`src/rtl/led_sequence_driver.sv`:
```
// led_sequence_driver: shows one handshaken item for a timed ON window and a dark gap,
// then pulses show_done. Also runs an all-LED blink pattern, which pre-empts any show.
module led_sequence_driver #(
    parameter int DATA_WIDTH   = 4,
    parameter int ON_CYCLES    = 25000000,
    parameter int OFF_CYCLES   = 12500000,
    parameter int BLINK_CYCLES = 12500000,
    parameter int BLINK_COUNT  = 3
) (
    input  logic                  clk,
    input  logic                  rst,
    input  logic                  show_valid,
    input  logic [DATA_WIDTH-1:0] show_item,
    output logic                  show_ready,
    input  logic                  speed,
    input  logic                  blink_req,
    output logic [DATA_WIDTH-1:0] leds,
    output logic                  busy,
    output logic                  show_done,
    output logic                  blink_done
);
    localparam int MAX_ON_OFF = ON_CYCLES > OFF_CYCLES ? ON_CYCLES : OFF_CYCLES;
    localparam int MAX_C = MAX_ON_OFF > BLINK_CYCLES ? MAX_ON_OFF : BLINK_CYCLES;
    localparam int CW = $clog2(MAX_C + 1);
    localparam int BW = $clog2(BLINK_COUNT + 1);
    localparam logic [CW-1:0] ON_F = CW'(ON_CYCLES - 1);
    localparam logic [CW-1:0] ON_H = CW'(ON_CYCLES / 2 - 1);
    // The show_done cycle is the last dark cycle, so SHOW_OFF itself lasts one cycle less.
    localparam logic [CW-1:0] OFF_F = CW'(OFF_CYCLES >= 2 ? OFF_CYCLES - 2 : 0);
    localparam logic [CW-1:0] OFF_H = CW'(OFF_CYCLES / 2 >= 2 ? OFF_CYCLES / 2 - 2 : 0);
    localparam logic [CW-1:0] BL = CW'(BLINK_CYCLES - 1);
    localparam logic [BW-1:0] BC_LAST = BW'(BLINK_COUNT - 1);

    typedef enum logic [2:0] {IDLE, SHOW_ON, SHOW_OFF, BLINK_ON, BLINK_OFF} state_t;

    state_t                  state, state_n;
    logic [CW-1:0]           count, count_n;
    logic [BW-1:0]           blinks, blinks_n;
    logic                    fast, fast_n;
    logic [DATA_WIDTH-1:0]   leds_n;
    logic                    show_done_n, blink_done_n;

    assign show_ready = (state == IDLE) && !blink_req;
    assign busy       = state != IDLE;

    always_comb begin
        state_n      = state;
        count_n      = count;
        blinks_n     = blinks;
        fast_n       = fast;
        leds_n       = leds;
        show_done_n  = 1'b0;
        blink_done_n = 1'b0;
        if (blink_req) begin
            state_n  = BLINK_ON;
            leds_n   = '1;
            count_n  = BL;
            blinks_n = '0;
        end else begin
            case (state)
                IDLE: if (show_valid) begin
                    state_n = SHOW_ON;
                    leds_n  = show_item;
                    fast_n  = speed;
                    count_n = speed ? ON_H : ON_F;
                end
                SHOW_ON: if (count == '0) begin
                    state_n = SHOW_OFF;
                    leds_n  = '0;
                    count_n = fast ? OFF_H : OFF_F;
                end else count_n = count - 1'b1;
                SHOW_OFF: if (count == '0) begin
                    state_n     = IDLE;
                    show_done_n = 1'b1;
                end else count_n = count - 1'b1;
                BLINK_ON: if (count == '0) begin
                    state_n = BLINK_OFF;
                    leds_n  = '0;
                    count_n = BL;
                end else count_n = count - 1'b1;
                BLINK_OFF: if (count == '0) begin
                    if (blinks == BC_LAST) begin
                        state_n      = IDLE;
                        blink_done_n = 1'b1;
                    end else begin
                        state_n  = BLINK_ON;
                        leds_n   = '1;
                        count_n  = BL;
                        blinks_n = blinks + 1'b1;
                    end
                end else count_n = count - 1'b1;
                default: begin
                    state_n = IDLE;
                    leds_n  = '0;
                end
            endcase
        end
    end

    always_ff @(posedge clk or posedge rst) begin
        if (rst) begin
            state      <= IDLE;
            count      <= '0;
            blinks     <= '0;
            fast       <= 1'b0;
            leds       <= '0;
            show_done  <= 1'b0;
            blink_done <= 1'b0;
        end else begin
            state      <= state_n;
            count      <= count_n;
            blinks     <= blinks_n;
            fast       <= fast_n;
            leds       <= leds_n;
            show_done  <= show_done_n;
            blink_done <= blink_done_n;
        end
    end
endmodule

```
`config.mk`:
```
export PLATFORM = sky130hd
export DESIGN_NAME = led_sequence_driver
export DESIGN_NICKNAME = d
export VERILOG_FILES = /design/src/rtl/led_sequence_driver.sv
export SDC_FILE = /design/constraint.sdc
export NUM_CORES = 1
export LEC_CHECK = 0
export CELL_PAD_IN_SITES_DETAIL_PLACEMENT = 1
export CELL_PAD_IN_SITES_GLOBAL_PLACEMENT = 1
export CORE_ASPECT_RATIO = 1.2
export CORE_MARGIN = 2
export CORE_UTILIZATION = 41
export CTS_CLUSTER_DIAMETER = 200
export CTS_CLUSTER_SIZE = 14
export DETAILED_ROUTE_END_ITERATION = 7
export PLACE_DENSITY = 0.82
export SYNTH_ARGS = -nofsm -noshare
export SYNTH_HDL_FRONTEND = slang
export SYNTH_SLANG_ARGS = --single-unit
```
`constraint.sdc`:
```
create_clock -name clk -period 2.8 [get_ports clk]
set_clock_uncertainty 0.15 [all_clocks]
set_input_delay 0.56 -clock clk [delete_from_list [all_inputs] [get_ports clk]]
set_output_delay 0.56 -clock clk [all_outputs]
set_load 0.05 [all_outputs]
```
==> impl_metrics.toml, run 1 <==
[synth]
synth_area_sq_um = 2540
ys.flop_type = "dfrtp_1"
yosysTopAreaCellShare_pct = 36.5
syn_inst = 298
synthesis.nets = 309
synth-seq-cells = 37
yosysTopAreaCell = "dfrtp_1"
synth-edff-count = 0
async_flop_share_pct = 100
synth_warnings = 0
synthTopCellsByArea = "dfrtp_1, o21ai_0, a21oi_1"
syn_avg_cell_area_sq_um = 8.51
yosys.cell_types.count = 64
ys_seq_area_share_pct = 36.5

[job]
maxCapViolCount = 0

[cts]
clock-root-buffer = "clkbuf_8"
clk_pin_slew_ps = 80
clock_sinks = 37
cts_tree = "done"
insertion_delay_ps = 290
cts_inserted_buffers = 5
cts_htree_levels = 2
cts_max_path_buffers = 2
cts_hold_buf = 0

[cells_and_area]
layout_common_cells = "dfrtp_1, buf_4, nor2_1"
syn_to_final_growth_pct = 20.1
nets = 349
nFillCells = 738
drive_gt1_share_pct = 19.5
design_area_sq_um = 3050
seqCellArea_sq_um = 926
fin_cells = 420
diodes = 0
multi_input_area_sq_um = 1480
layout_commonest_cell = "dfrtp_1"

[worst_setup_path]
critPathLaunchType = "flop"
slowest_delay_ps = 410
path_delay_family = "simple AND/OR/NAND/NOR gates"
path_cells = "inv_1 > ha_2 > or3b_4 > nor4_4 > and3_4 > o21ai_0 > a21oi_2 > mux2_2"
crit_fanout = 5
startpoint = "count[1]"
r2r_end = "leds[0]"
crit_required_ps = 2830
crit_buf_inv = 1
critPathCaptureType = "flop"
arrival_ps = 2730
path_class = "reg2reg"
rrSetupSlack_ps = 100
crit_path_top_delay_cell = "or3b_4"
r2r_cells = 8
reg2reg_from = "count[1]"

[sta]
worst_slack_ps = 99.5
max_clock_freq_ghz = 0.370
rsz0062_at_grt = "true"
setup_viol = 0
period_needed_ps = 2700
tightest_slew_ps = 515
hold_viol_final = 0
whs_ps = 367
layout_worst_path_cycle_share_pct = 96.4
drv_slew = 0
slew_headroom_pct = 65.4

[place]
io_buffers = 16
placed_area_sq_um = 2930
placed_cells = 412
dp_hpwl_um = 6290
place_ws_ps = 28.4
place_congestion = 0.939

[floorplanning]
die_area_sq_um = 6840
coreArea_sq_um = 6010
io_pins = 17
die_x_um = 75.8
row_count = 31
die_h_um = 90.2
initial_core_util_pct = 42.2

[drt]
drc = 0
totalWireLength_um = 8230
dr.first_iter.drc_count = 148
ant_nets = 0
wl_per_cell_um = 19.6
vias_per_cell = 6.05
firstDrtPassIters = 4
vias = 2541

[global_route]
grt.total_usage_pct = 26.4
grt_pass1_vias = 2756
antenna_found_initial = 0
grt_max_degree = 38
grt_pass1_wl_um = 13900
overflow = 0

[power_and_ir_drop]
pwr_density_cell_nw_per_um2 = 355
vdd_drop_max_mv = 0.206
p_leak_nw = 1.21

[hold_path]
min_from = "leds[2]"
hp-class = "reg2reg"
whs_path_depth = 1
worstHoldEndpoint = "leds[2]"

[run_status]
status = "finished clean"
timing repair:
action	in CTS	in global routing
buffers inserted	0	1
gates resized for setup	0	6
endpoints found under the setup margin	0	23
endpoints found under the hold margin	0	0
worst max-delay path by stage:
stage / endpoint / slack, ps / cells after the start
after CTS: count[15] / 2 / 8
after global routing: leds[0] / -20 / 8
after floorplan: count[10] / 190 / 7
after detailed placement: count[15] / 30 / 8
final: leds[0] / 100 / 8
after global placement: leds[2] / 130 / 8
worst reg2reg max path, delay by kind of cell, from the launching register on:
family                   cells  cell delay (ps)
AND/OR/NAND/NOR              3             1030
flip-flops                   1              400
AO/OA/AOI/OAI                2              380
multiplexers                 1              370
adder cells (fa/ha/maj)      1              180
buffers and inverters        1               80
cells in the mapped netlist, types with 3 or more instances:
cell      instances
o21ai_0          28
or3_1             4
nor3_1           10
buf_6             3
dfrtp_1          37
nand2b_1          5
clkbuf_1          5
nand3_1           7
nand2_1          27
o211ai_1          4
or4_1             4
mux2_2            6
a31oi_1           3
nor3b_1           3
a21boi_0          3
nor4_1            8
o31ai_1           7
inv_1            10
a211oi_1          4
nor2_1           28
a21oi_1          23
buf_2             5
nand4_1           4
nor2b_1           4
o21a_1            5
sequential cells by signal, indices dropped and copies added (netlist names):
signal      flops
fast            1
show_done       1
blink_done      1
state           3
leds            4
count          25
blinks          2
cell families (layout without fill, tap and decap cells):
group                      after synthesis  in the layout  synth area share, %
buffers and inverters                   26             66                 5.82
AOI/OAI and AO/OA                      102            102                 26.4
xor gates and xnor gates                 3              3                 1.04
DFF                                     37             37                 36.5
adders and majority gates                2              2                0.986
muxes                                    7              7                 3.06
and+or+nand+nor                        121            121                 26.2
per-layer routing:
metal / vias up / global-route usage (%) / wire, um
met4: 0 / 9.21 / 212
met5: - / 0 / 0
met2: 50 / 44.3 / 4440
li1: 1191 / - / -
met1: 1281 / 33.2 / 3320
met3: 19 / 4.60 / 252
power breakdown:
part | switching (mW) | internal [mW] | total (mW) | leakage [nW]
logic | 0.0758 | 0.0526 | 0.128 | 0.746
clock network | 0.195 | 0.196 | 0.391 | 0.0443
registers | 0.0134 | 0.548 | 0.561 | 0.418
stage by stage:
stage | power, mW | util (%) | TNS, ps
3_3_place_gp | 0.694 | 48.8 | 0
6_report | 1.08 | 50.7 | 0
5_1_grt | 1.12 | 50.7 | -68.9
4_1_cts | 1.09 | 50.2 | 0
2_1_floorplan | 0.641 | - | 0
3_5_place_dp | 0.699 | 48.8 | 0
area by class of cell:
class | count | share of cell area (%)
clock buffers | 7 | 2.83
inverters | 11 | 1.36
multi-input cells | 235 | 48.7
flip-flops and latches | 37 | 30.4
well taps | 82 | 3.37
repair buffers | 48 | 13.4
No activity file was read; power rests on OpenSTA's default activity.
==> inputs of run 2 (changes only) <==
--- a/config.mk
+++ b/config.mk
@@ -5,6 +5,7 @@
 export SDC_FILE = /design/constraint.sdc
 export NUM_CORES = 1
 export LEC_CHECK = 0
+export ABC_CLOCK_PERIOD_IN_PS = 2800
 export CELL_PAD_IN_SITES_DETAIL_PLACEMENT = 1
 export CELL_PAD_IN_SITES_GLOBAL_PLACEMENT = 1
 export CORE_ASPECT_RATIO = 1.2
==> results of run 2 <==
No change in the layout: final DEF, timing and power equal those of run 1.
